--- src/rtl/riscp_pkg.sv ---
// Shared definitions for the 16-bit RISC pipeline: opcodes, interlock states and default widths.
package riscp_pkg;

  localparam int PC_W_DEF       = 16;
  localparam int CNT_W_DEF      = 16;
  localparam int WAIT_LIMIT_DEF = 64;

  localparam logic [3:0] OP_ADD  = 4'b0000;
  localparam logic [3:0] OP_ADI  = 4'b0001;
  localparam logic [3:0] OP_NDU  = 4'b0010;
  localparam logic [3:0] OP_LHI  = 4'b0011;
  localparam logic [3:0] OP_LOAD = 4'b0100;
  localparam logic [3:0] OP_STOR = 4'b0101;
  localparam logic [3:0] OP_LM   = 4'b0110;
  localparam logic [3:0] OP_SM   = 4'b0111;
  localparam logic [3:0] OP_JAL  = 4'b1000;
  localparam logic [3:0] OP_JLR  = 4'b1001;
  localparam logic [3:0] OP_BEQ  = 4'b1100;

  typedef enum logic [1:0] {
    ST_RUN       = 2'd0,
    ST_LD_BUBBLE = 2'd1,
    ST_MEM_WAIT  = 2'd2
  } ilk_state_e;

  function automatic logic is_mem_op(input logic [3:0] op);
    return (op == OP_LOAD) || (op == OP_STOR) || (op == OP_LM) || (op == OP_SM);
  endfunction

endpackage

--- src/rtl/pipeline_interlock_ctrl_sat_counter.sv ---
// Saturating up-counter with synchronous clear; holds at all-ones instead of wrapping.
module sat_counter #(
  parameter int W = 16
) (
  input  logic         clk,
  input  logic         rst_n,
  input  logic         inc,
  input  logic         clr,
  output logic [W-1:0] count
);

  logic [W-1:0] count_q, count_d;

  always_comb begin
    count_d = count_q;
    if (clr) begin
      count_d = '0;
    end else if (inc && (count_q != {W{1'b1}})) begin
      count_d = count_q + W'(1);
    end
  end

  always_ff @(posedge clk or negedge rst_n) begin
    if (!rst_n) begin
      count_q <= '0;
    end else begin
      count_q <= count_d;
    end
  end

  assign count = count_q;

endmodule

--- src/rtl/pipeline_interlock_ctrl.sv ---
// Pipeline interlock: turns load-use, redirect and dmem-ready events into stage enables,
// bubbles and flushes, with perf counters and a sticky memory-timeout flag.
//
// state        | meaning
// RUN          | normal issue; all hazard sources evaluated
// LD_BUBBLE    | one bubble just inserted for a load-use hazard; stall request masked
// MEM_WAIT     | data memory busy; front of pipe frozen until dmem_ready
module pipeline_interlock_ctrl
  import riscp_pkg::*;
#(
  parameter int PC_W       = PC_W_DEF,
  parameter int CNT_W      = CNT_W_DEF,
  parameter int WAIT_LIMIT = WAIT_LIMIT_DEF
) (
  input  logic             clk,
  input  logic             rst_n,
  input  logic             stall_for_load,
  input  logic             branch_taken_ex,
  input  logic [PC_W-1:0]  redirect_pc_ex,
  input  logic             mem_access_mem,
  input  logic             dmem_ready,
  output logic             pc_wr_en,
  output logic             if_id_wr_en,
  output logic             id_rr_wr_en,
  output logic             rr_ex_wr_en,
  output logic             ex_mem_wr_en,
  output logic             mem_wb_wr_en,
  output logic             bubble_ex_mem,
  output logic             bubble_mem_wb,
  output logic             flush_if_id,
  output logic             flush_id_rr,
  output logic             flush_rr_ex,
  output logic             pc_redirect_sel,
  output logic [PC_W-1:0]  pc_redirect,
  output logic [CNT_W-1:0] stall_cycles,
  output logic [CNT_W-1:0] flush_count,
  output logic             dmem_timeout_err
);

  localparam int WC_W = $clog2(WAIT_LIMIT) + 1;

  ilk_state_e      state_q, state_d;
  logic            mem_stall, load_stall, redirect;
  logic            err_q, err_d;
  logic [WC_W-1:0] wait_cnt;

  always_ff @(posedge clk or negedge rst_n) begin
    if (!rst_n) begin
      state_q <= ST_RUN;
      err_q   <= 1'b0;
    end else begin
      state_q <= state_d;
      err_q   <= err_d;
    end
  end

  always_comb begin
    pc_wr_en        = 1'b0;
    if_id_wr_en     = 1'b0;
    id_rr_wr_en     = 1'b0;
    rr_ex_wr_en     = 1'b0;
    ex_mem_wr_en    = 1'b0;
    mem_wb_wr_en    = 1'b0;
    bubble_ex_mem   = 1'b0;
    bubble_mem_wb   = 1'b0;
    flush_if_id     = 1'b0;
    flush_id_rr     = 1'b0;
    flush_rr_ex     = 1'b0;
    pc_redirect_sel = 1'b0;
    mem_stall       = 1'b0;
    load_stall      = 1'b0;
    redirect        = 1'b0;
    state_d         = ST_RUN;
    if (rst_n) begin
      // In MEM_WAIT the MEM instruction is frozen, so only dmem_ready matters.
      mem_stall  = (state_q == ST_MEM_WAIT) ? !dmem_ready : (mem_access_mem && !dmem_ready);
      load_stall = (state_q == ST_RUN) && !mem_stall && stall_for_load;
      redirect   = !mem_stall && !load_stall && branch_taken_ex;
      if (mem_stall) begin
        mem_wb_wr_en  = 1'b1;
        bubble_mem_wb = 1'b1;
        state_d       = ST_MEM_WAIT;
      end else if (load_stall) begin
        ex_mem_wr_en  = 1'b1;
        bubble_ex_mem = 1'b1;
        mem_wb_wr_en  = 1'b1;
        state_d       = ST_LD_BUBBLE;
      end else begin
        pc_wr_en        = 1'b1;
        if_id_wr_en     = 1'b1;
        id_rr_wr_en     = 1'b1;
        rr_ex_wr_en     = 1'b1;
        ex_mem_wr_en    = 1'b1;
        mem_wb_wr_en    = 1'b1;
        pc_redirect_sel = redirect;
        flush_if_id     = redirect;
        flush_id_rr     = redirect;
        flush_rr_ex     = redirect;
      end
    end
  end

  assign err_d = err_q | (mem_stall && (wait_cnt == WC_W'(WAIT_LIMIT - 1)));

  assign pc_redirect      = pc_redirect_sel ? redirect_pc_ex : '0;
  assign dmem_timeout_err = err_q;

  sat_counter #(.W(CNT_W)) u_stall_cnt (
    .clk   (clk),
    .rst_n (rst_n),
    .inc   (rst_n && !pc_wr_en),
    .clr   (1'b0),
    .count (stall_cycles)
  );

  sat_counter #(.W(CNT_W)) u_flush_cnt (
    .clk   (clk),
    .rst_n (rst_n),
    .inc   (pc_redirect_sel),
    .clr   (1'b0),
    .count (flush_count)
  );

  sat_counter #(.W(WC_W)) u_wait_cnt (
    .clk   (clk),
    .rst_n (rst_n),
    .inc   (mem_stall),
    .clr   (!mem_stall),
    .count (wait_cnt)
  );

endmodule

--- config.mk ---
export PLATFORM = sky130hd
export DESIGN_NAME = pipeline_interlock_ctrl
export DESIGN_NICKNAME = d
export VERILOG_FILES = /design/src/rtl/riscp_pkg.sv /design/src/rtl/pipeline_interlock_ctrl_sat_counter.sv /design/src/rtl/pipeline_interlock_ctrl.sv
export SDC_FILE = /design/constraint.sdc
export NUM_CORES = 1
export LEC_CHECK = 0
export BUFFER_PORTS_ARGS = -buffer_cell sky130_fd_sc_hd__buf_2
export CAP_MARGIN = 30
export CORE_UTILIZATION = 56
export CTS_BUF_LIST = sky130_fd_sc_hd__clkbuf_16
export CTS_CLUSTER_SIZE = 14
export DETAILED_ROUTE_END_ITERATION = 7
export GPL_TIMING_DRIVEN = 0
export PLACE_DENSITY = 0.95
export SYNTH_ARGS = -nofsm -noshare
export SYNTH_HDL_FRONTEND = slang
export SYNTH_HIERARCHICAL = 1
export SYNTH_SLANG_ARGS = --single-unit
--- constraint.sdc ---
create_clock -name clk -period 5 [get_ports clk]
set_input_delay 1.25 -clock clk [delete_from_list [all_inputs] [get_ports clk]]
set_output_delay 1.25 -clock clk [all_outputs]
set_load 0.01 [all_outputs]
==> results of run 1 <==
[power by group]
group / internal [uW] / total, uW / switching [uW] / leakage [uW]
Combinational: 31.4 / 78.4 / 47.0 / 0.000962
Sequential: 343 / 347 / 3.68 / 0.000584
Clock: 232 / 359 / 127 / 0.0000864
Total: 606 / 784 / 178 / 0.00163
[flip-flops by register name (all words and copies together) (netlist names)]
signal	count
u_stall_cnt/count	16
state_q	2
u_flush_cnt/count	16
u_wait_cnt/count	7
dmem_timeout_err	1
[stage by stage]
step	power (uW)	hold slack (ns)	cell area (um^2)
after floorplan	394	0.500	2710
after global placement	424	0.467	3180
after detailed placement	429	0.468	3200
after CTS	788	0.481	3370
after global routing	815	0.526	3370
final	784	0.477	3370
[worst max-delay path, stage by stage]
cell and delay (ns):
buf_2 0.25, nand2_1 0.14, a311oi_4 0.34, buf_6 0.22
and2_1 0.14, buf_2 0.13
[routing by layer]
layer  vias to the layer above  routed length [um]  part of all wire  GRT usage
met4                         0                  99             0.014      0.104
met3                        13                 489             0.069     0.0619
met2                       146                3590              0.51      0.475
met5                         -                   0                 0          0
met1                      1271                2860              0.41      0.357
li1                       1264                   -                 -          -
[layout by cell type (no fill, tap or decap), types with 3 or more instances in the layout]
cell type / n
buf_2: 83
dfrtp_1: 42
a21oi_1: 23
nand2_1: 17
and2_1: 17
o31ai_1: 14
nor2_1: 13
nand4_1: 13
nor2b_1: 12
inv_1: 11
or4_1: 10
clkbuf_1: 8
nor4_1: 8
mux2_1: 8
buf_4: 7
nand3_1: 7
o21ai_1: 6
a31oi_1: 5
clkbuf_16: 5
and3_1: 5
buf_6: 4
o21ai_0: 4
or4_2: 4
conb_1: 4
or3_1: 4
and4_2: 4
a211oi_2: 4
ha_1: 3
and4_4: 3
[final cells by class]
type,instances,area (um^2)
flip-flops and latches,42,1050
inverters,9,33.8
plain buffers,20,133
well taps,52,65.1
fillers,319,1140
repair buffers,83,430
multi-input cells,217,1490
clock buffers,5,125
clock inverters,3,37.5
[worst max-delay path by stage]
stage,to,from,depth (start not counted),slack (ns)
floorplan,pc_redirect[1],stall_for_load,4,1.56
global placement,pc_redirect[3],rst_n,6,0.62
detailed placement,pc_redirect[8],rst_n,6,1.26
CTS,pc_redirect[9],rst_n,6,1.25
global route,pc_redirect[8],rst_n,6,1.14
finish,pc_redirect[9],rst_n,6,1.28
[kinds of logic after synthesis]
logic type | Yosys count | synth area share
and+or+nand+nor | 137 | 0.332
adders and majority gates | 3 | 0.0139
AOI/OAI and AO/OA | 65 | 0.168
buffers and inverters | 29 | 0.0617
other | 1 | 0.00139
DFF | 42 | 0.390
muxes | 8 | 0.0334
==> flow_metrics.env, run 1 <==
export IMPL_insertion_delay_ns=0.28
export IMPL_post_cts_resized=0
export IMPL_yosysMostFrequentCell="dfrtp_1"
export IMPL_p_leak_uw=0.00163
export IMPL_die_w_um=71.4
export IMPL_synth_edf_count=0
export IMPL_crit_path_max_fanout=17
export IMPL_start_kind="input pin"
export IMPL_grt_first_pass_wirelength_mm=11.3
export IMPL_hold_end="dmem_timeout_err"
export IMPL_overflow=0
export IMPL_io_pins=83
export IMPL_synth_top_area_frac=0.390
export IMPL_syn2layout_area_growth_pct=24.8
export IMPL_ys_warn_count=6
export IMPL_cap_violations=0
export IMPL_clock_root_buffer="clkbuf_16"
export IMPL_setup_viol_count_final=0
export IMPL_antenna_found_initial=0
export IMPL_wl_per_cell_um=16.3
export IMPL_antenna_cells=0
export IMPL_hp_class="flip-flop to flip-flop"
export IMPL_p_per_area_nw_per_um2=233
export IMPL_synth_top_area_cell="dfrtp_1"
export IMPL_violations="DRC"
export IMPL_detailed_place_hpwl_mm=4.89
export IMPL_viasPerCell=6.25
export IMPL_slew_headroom=0.600
export IMPL_finalNonFillerCells=431
export IMPL_final_util=0.748
export IMPL_fin_crit_sh=0.744
export IMPL_synthArstFlopShare=1.00
export IMPL_clock_path_buffers=2
export IMPL_fin_ws_ns=1.28
export IMPL_cts_hold_fix_buffers=0
export IMPL_grt_pass1_vias=2427
export IMPL_hold_start="dmem_timeout_err"
export IMPL_critPathKind="input pin to output pin"
export IMPL_crit_arrival_ns=2.47
export IMPL_cp_end_kind="output pin"
export IMPL_grt_use_total=0.282
export IMPL_std_cell_rows=24
export IMPL_nets=403
export IMPL_synth_common_cells="dfrtp_1, a21oi_1, and2_1, nand2_1, o31ai_1"
export IMPL_status="complete, but fails checks"
export IMPL_die_area_um2=5100
export IMPL_pre_cts_ws_ns=1.26
export IMPL_rrSetupSlack_ns=2.51
export IMPL_fmax_ghz=0.269
export IMPL_core_area_um2=4500
export IMPL_htreeDepth=2
export IMPL_dr_pass1_iters=8
export IMPL_skew_ns=0.00274
export IMPL_avgSynthCellArea_um2=9.47
export IMPL_numCtsBuffers=5
export IMPL_setup_tns_ns=0
export IMPL_ir_drop_mv=0.197
export IMPL_reg2reg_to="u_flush_cnt/count[3]"
export IMPL_regToRegStartpoint="state_q[1]"
export IMPL_ys_seq_area_frac=0.390
export IMPL_synth_seq_cells=42
export IMPL_drt_antenna_violating_nets=0
export IMPL_synthCells=285
export IMPL_drc=8
export IMPL_die_h_um=71.4
export IMPL_synth_main_ff_cell="dfrtp_1"
export IMPL_post_cts_buffers=0
export IMPL_synth_area_top_cells="dfrtp_1, a21oi_1, and2_1"
export IMPL_cts_sinks=42
export IMPL_rsz0062_at_grt="no"
export IMPL_gp_congestion=0.873
export IMPL_final_max_slew_viol_count=0
export IMPL_place_inst=423
export IMPL_finalHoldViolCount=0
export IMPL_synth_area_um2=2700
export IMPL_clk_pin_slew_ns=0.06
export IMPL_period_minus_slack_ns=3.72
export IMPL_start_util=0.599
export IMPL_reg2reg_depth=7
export IMPL_hold_depth=1
export IMPL_required_ns=3.75
export IMPL_wl_mm=7.04
export IMPL_vias=2694
export IMPL_tightest_slew_ns=0.596
export IMPL_drive_above_1_share=0.340
export IMPL_synth_cell_type_count=48
export IMPL_drt_iter0_drc=237
export IMPL_grt_max_degree=40
export IMPL_port_buffers=82
export IMPL_tritoncts="done"
No activity file was read; power rests on OpenSTA's default activity.
==> run 2, diff against run 1 <==
--- a/config.mk
+++ b/config.mk
@@ -5,14 +5,15 @@
 export SDC_FILE = /design/constraint.sdc
 export NUM_CORES = 1
 export LEC_CHECK = 0
+export ABC_AREA = 1
 export BUFFER_PORTS_ARGS = -buffer_cell sky130_fd_sc_hd__buf_2
 export CAP_MARGIN = 30
-export CORE_UTILIZATION = 56
+export CORE_UTILIZATION = 53
 export CTS_BUF_LIST = sky130_fd_sc_hd__clkbuf_16
 export CTS_CLUSTER_SIZE = 14
 export DETAILED_ROUTE_END_ITERATION = 7
 export GPL_TIMING_DRIVEN = 0
-export PLACE_DENSITY = 0.95
+export PLACE_DENSITY = 0.92
 export SYNTH_ARGS = -nofsm -noshare
 export SYNTH_HDL_FRONTEND = slang
 export SYNTH_HIERARCHICAL = 1
==> constraint.sdc (replaced) <==
create_clock -name clk -period 3.5 [get_ports clk]
set_input_delay 0.875 -clock clk [delete_from_list [all_inputs] [get_ports clk]]
set_output_delay 0.875 -clock clk [all_outputs]
set_load 0.01 [all_outputs]
==> flow_metrics.env, run 2 <==
export IMPL_die_area_um2=5950
export IMPL_die_w_um=77.1
export IMPL_total_power_uw=1080
export IMPL_start_util=0.568
export IMPL_drc=0
export IMPL_hp_class="flip-flop to flip-flop"
export IMPL_fmax_ghz=0.304
export IMPL_synth_main_ff_cell="dfrtp_1"
export IMPL_rrSetupSlack_ns=1.47
export IMPL_viasPerCell=5.19
export IMPL_tritoncts="done"
export IMPL_gp_congestion=0.887
export IMPL_synth_area_um2=2990
export IMPL_overflow=0
export IMPL_fin_ws_ns=0.216
export IMPL_synth_area_top_cells="dfrtp_1, nand2_1, inv_1"
export IMPL_drt_iter0_drc=142
export IMPL_grt_use_total=0.252
export IMPL_htreeDepth=2
export IMPL_ys_warn_count=6
export IMPL_nets=540
export IMPL_cts_hold_fix_buffers=0
export IMPL_path_cells="buf_2 > buf_12 > nand4_4 > buf_12 > inv_1 > buf_4 > buf_2"
export IMPL_cp_slowest_stage_delay_ns=0.41
export IMPL_layout_commonest_cell="nand2_1"
export IMPL_worst_path_max_delay_cell="buf_2"
export IMPL_wl_per_cell_um=12.0
export IMPL_synth_common_cells="nand2_1, inv_1, nor2_1"
export IMPL_hold_start="dmem_timeout_err"
export IMPL_layout_common_cells="nand2_1, buf_2, inv_1"
export IMPL_reg2reg_depth=12
export IMPL_rsz0062_at_grt="no"
export IMPL_post_cts_buffers=0
export IMPL_critPathKind="input pin to output pin"
export IMPL_finalHoldViolCount=0
export IMPL_syn2layout_area_growth_pct=22.5
export IMPL_dr_pass1_iters=4
export IMPL_std_cell_rows=26
export IMPL_hold_end="dmem_timeout_err"
export IMPL_period_minus_slack_ns=3.28
export IMPL_drt_antenna_violating_nets=0
export IMPL_grt_first_pass_wirelength_mm=12.1
export IMPL_fin_crit_sh=0.938
export IMPL_grt_max_degree=27
export IMPL_clock_path_buffers=2
export IMPL_yosysMostFrequentCell="nand2_1"
export IMPL_synth_seq_cells=42
export IMPL_hold_depth=1
export IMPL_synthCells=420
export IMPL_required_ns=2.62
export IMPL_regToRegStartpoint="state_q[0]"
export IMPL_final_max_slew_viol_count=0
export IMPL_io_pins=83
export IMPL_cap_violations=0
export IMPL_slew_headroom=0.575
export IMPL_numCtsBuffers=5
export IMPL_p_leak_uw=0.00207
export IMPL_synth_top_area_frac=0.351
export IMPL_drive_above_1_share=0.269
export IMPL_core_area_um2=5270
export IMPL_crit_arrival_ns=2.41
export IMPL_crit_path_max_fanout=26
export IMPL_reg2reg_to="u_flush_cnt/count[8]"
export IMPL_synth_cell_type_count=28
export IMPL_setup_viol_count_final=0
export IMPL_insertion_delay_ns=0.28
export IMPL_wl_mm=7.03
export IMPL_synthArstFlopShare=1.00
export IMPL_tightest_slew_ns=0.630
export IMPL_crit_family="buffers and inverters"
export IMPL_vias=3043
export IMPL_clock_root_buffer="clkbuf_16"
export IMPL_critPathBufInv=6
export IMPL_cp_end_kind="output pin"
export IMPL_pre_cts_ws_ns=0.157
export IMPL_finalNonFillerCells=586
export IMPL_avgSynthCellArea_um2=7.13
export IMPL_start_kind="input pin"
export IMPL_clk_pin_slew_ns=0.05
export IMPL_p_per_area_nw_per_um2=293
export IMPL_ir_drop_mv=0.267
export IMPL_grt_pass1_vias=2750
export IMPL_ys_seq_area_frac=0.351
export IMPL_synth_top_area_cell="dfrtp_1"
export IMPL_antenna_cells=0
export IMPL_port_buffers=82
export IMPL_die_h_um=77.1
export IMPL_antenna_found_initial=0
export IMPL_place_inst=578
export IMPL_detailed_place_hpwl_mm=5.27
export IMPL_final_util=0.696
export IMPL_synth_edf_count=0
export IMPL_post_cts_resized=0
export IMPL_status="finished clean"
export IMPL_skew_ns=0.00656
export IMPL_cts_sinks=42
run 2: cell count changes after synthesis, moves of 7 or more:
cell	change
clkbuf_1	-8
and2_1	-17
nand2_1	+114
nor2b_1	-12
a21oi_1	-21
inv_1	+46
nand2_2	+7
nor2_1	+34
nor4_1	-8
nand3_1	+32
o31ai_1	-14
nor2_4	+13
or4_1	-10
mux2_1	-8
run 2: final cells by class:
| cell class | count | area (um^2) |
|---|---|---|
| plain buffers | 15 | 135 |
| clock buffers | 5 | 125 |
| clock inverters | 3 | 12.5 |
| fillers | 439 | 1600 |
| inverters | 59 | 226 |
| multi-input cells | 309 | 1600 |
| flip-flops and latches | 42 | 1050 |
| well taps | 70 | 87.6 |
| repair buffers | 83 | 430 |
run 2: worst max path at each step:
| stage | cells past startpoint | startpoint | end |
|---|---|---|---|
| 3_5_place_dp | 7 | rst_n | flush_if_id |
| 5_1_grt | 7 | rst_n | flush_if_id |
| 4_1_cts | 7 | rst_n | flush_if_id |
| 3_3_place_gp | 6 | rst_n | pc_redirect_sel |
| 6_report | 7 | rst_n | flush_if_id |
| 2_1_floorplan | 7 | mem_access_mem | flush_if_id |
run 2: cells by family after synthesis:
kind of cell,count (synthesis),synth area share
other cells,1,0.00125
xor+xnor,10,0.0293
simple gates,270,0.435
compound gates,20,0.0498
flops,42,0.351
fa+ha+maj,3,0.0125
buf+inv,74,0.121
run 2: layer usage:
layer | global-route usage | part of all wire
met1 | 0.309 | 0.42
met2 | 0.430 | 0.50
met3 | 0.0571 | 0.065
met4 | 0.0943 | 0.016
met5 | 0 | 0
run 2: power breakdown:
group / total (uW) / internal [uW] / switching (uW)
Sequential: 495 / 490 / 5.03
Combinational: 144 / 55.6 / 88.4
Clock: 436 / 258 / 179
run 2: stage by stage:
step	hold slack, ns	setup TNS (ns)	cell area (um^2)
finish	0.468	0	3670
CTS	0.475	0	3670
global route	0.481	0	3670
detailed placement	0.459	0	3530
floorplan	0.507	0	3010
global placement	0.454	-0.0988	3510
==> run 3, diff against run 2 <==
--- a/config.mk
+++ b/config.mk
@@ -5,10 +5,9 @@
 export SDC_FILE = /design/constraint.sdc
 export NUM_CORES = 1
 export LEC_CHECK = 0
-export ABC_AREA = 1
 export BUFFER_PORTS_ARGS = -buffer_cell sky130_fd_sc_hd__buf_2
 export CAP_MARGIN = 30
-export CORE_UTILIZATION = 53
+export CORE_UTILIZATION = 52
 export CTS_BUF_LIST = sky130_fd_sc_hd__clkbuf_16
 export CTS_CLUSTER_SIZE = 14
 export DETAILED_ROUTE_END_ITERATION = 7
==> flow_metrics.env, run 3 (synthesized netlist as in run 1, its figures left out) <==
export IMPL_status="finished clean"
export IMPL_regToRegStartpoint="state_q[1]"
export IMPL_clk_pin_slew_ns=0.06
export IMPL_final_max_slew_viol_count=0
export IMPL_insertion_delay_ns=0.28
export IMPL_reg2reg_to="u_flush_cnt/count[3]"
export IMPL_vias=2730
export IMPL_cts_hold_fix_buffers=0
export IMPL_finalHoldViolCount=0
export IMPL_cp_slowest_stage_delay_ns=0.37
export IMPL_fmax_ghz=0.301
export IMPL_hp_class="flip-flop to flip-flop"
export IMPL_wl_per_cell_um=15.4
export IMPL_detailed_place_hpwl_mm=4.81
export IMPL_stdcell_area_um2=3390
export IMPL_drc=0
export IMPL_grt_max_degree=35
export IMPL_cp_end_kind="output pin"
export IMPL_worst_path_max_delay_cell="a311oi_4"
export IMPL_setup_viol_count_final=0
export IMPL_path_cells="buf_2 > buf_12 > nand2_1 > a311oi_4 > buf_6 > and2_1 > buf_2"
export IMPL_multiInputGateArea_um2=1490
export IMPL_std_cell_rows=25
export IMPL_htreeDepth=2
export IMPL_post_cts_resized=0
export IMPL_nets=403
export IMPL_fill_cells=356
export IMPL_slew_headroom=0.584
export IMPL_rrSetupSlack_ns=0.93
export IMPL_core_area_um2=4850
export IMPL_reg2reg_depth=7
export IMPL_skew_ns=0.00510
export IMPL_hold_start="dmem_timeout_err"
export IMPL_rsz0062_at_grt="no"
export IMPL_drt_antenna_violating_nets=0
export IMPL_cp_endpoint="pc_redirect[3]"
export IMPL_start_kind="input pin"
export IMPL_tightest_slew_ns=0.620
export IMPL_viasPerCell=6.12
export IMPL_die_w_um=74.0
export IMPL_tritoncts="done"
export IMPL_wl_mm=6.88
export IMPL_die_area_um2=5480
export IMPL_critPathKind="input pin to output pin"
export IMPL_post_cts_buffers=0
export IMPL_layout_commonest_cell="buf_2"
export IMPL_antenna_found_initial=0
export IMPL_p_per_area_nw_per_um2=334
export IMPL_drt_iter0_drc=311
export IMPL_clock_path_buffers=2
export IMPL_crit_top_cell="buf_2"
export IMPL_grt_first_pass_wirelength_mm=10.9
export IMPL_gp_congestion=0.861
export IMPL_io_pins=83
export IMPL_required_ns=2.62
export IMPL_grt_pass1_vias=2442
export IMPL_dpl_cell_area_um2=3220
export IMPL_layout_common_cells="buf_2, dfrtp_1, a21oi_1"
export IMPL_port_buffers=82
export IMPL_cap_violations=0
export IMPL_startpoint="rst_n"
export IMPL_start_util=0.556
export IMPL_place_inst=438
export IMPL_crit_path_max_fanout=34
export IMPL_die_h_um=74.0
export IMPL_clock_root_buffer="clkbuf_16"
export IMPL_ir_drop_mv=0.277
export IMPL_syn2layout_area_growth_pct=25.6
export IMPL_grt_use_total=0.259
export IMPL_period_minus_slack_ns=3.32
export IMPL_total_power_uw=1130
export IMPL_cts_sinks=42
export IMPL_dr_pass1_iters=7
export IMPL_antenna_cells=0
export IMPL_fin_crit_sh=0.950
export IMPL_drive_above_1_share=0.346
export IMPL_p_leak_uw=0.00163
export IMPL_regArea_um2=1050
export IMPL_crit_arrival_ns=2.45
export IMPL_overflow=0
export IMPL_finalNonFillerCells=446
export IMPL_numCtsBuffers=5
[run 3: layout make-up]
class | instances | share of cell area
multi-input combinational | 217 | 0.440
clock buffer | 5 | 0.0369
clock inverter | 3 | 0.0118
sequential | 42 | 0.310
tap | 67 | 0.0247
buffer | 20 | 0.0391
timing repair buffer | 83 | 0.127
inverter | 9 | 0.00997
[run 3: how the worst min path moves through the flow]
| stage | end | slack (ns) | cells past startpoint |
|---|---|---|---|
| finish | dmem_timeout_err | 0.48 | 1 |
| global route | dmem_timeout_err | 0.50 | 1 |
| CTS | dmem_timeout_err | 0.49 | 1 |
| detailed placement | dmem_timeout_err | 0.47 | 1 |
| global placement | dmem_timeout_err | 0.46 | 1 |
| floorplan | u_wait_cnt/count[6] | 0.50 | 2 |
[run 3: worst max-delay path: cells and delay by family]
kind / cells / cell delay, ns
AOI/OAI and AO/OA: 1 / 0.37
buffers and inverters: 4 / 0.91
and+or+nand+nor: 2 / 0.26
[run 3: power by group]
group          switching [uW]  total, uW  internal, uW
Sequential               5.12        495           490
Clock                     190        524           334
Combinational            67.1        112          44.8
Total                     262       1130           868
[run 3: per-layer routing]
layer  vias up  GRT usage  share of wire
li1       1271          -              -
met1      1278      0.307           0.40
met2       165      0.467           0.50
met3        16     0.0407          0.074
met4         0      0.105          0.016
met5         -          0              0
[run 3: metrics by stage]
step	hold slack, ns	setup WS, ns	setup TNS [ns]	util
after floorplan	0.500	0.779	0	-
after global placement	0.461	-0.240	-3.57	0.661
after detailed placement	0.470	0.0519	0	0.665
after CTS	0.489	0.123	0	0.699
after global routing	0.500	0.00624	0	0.699
final	0.483	0.176	0	0.699
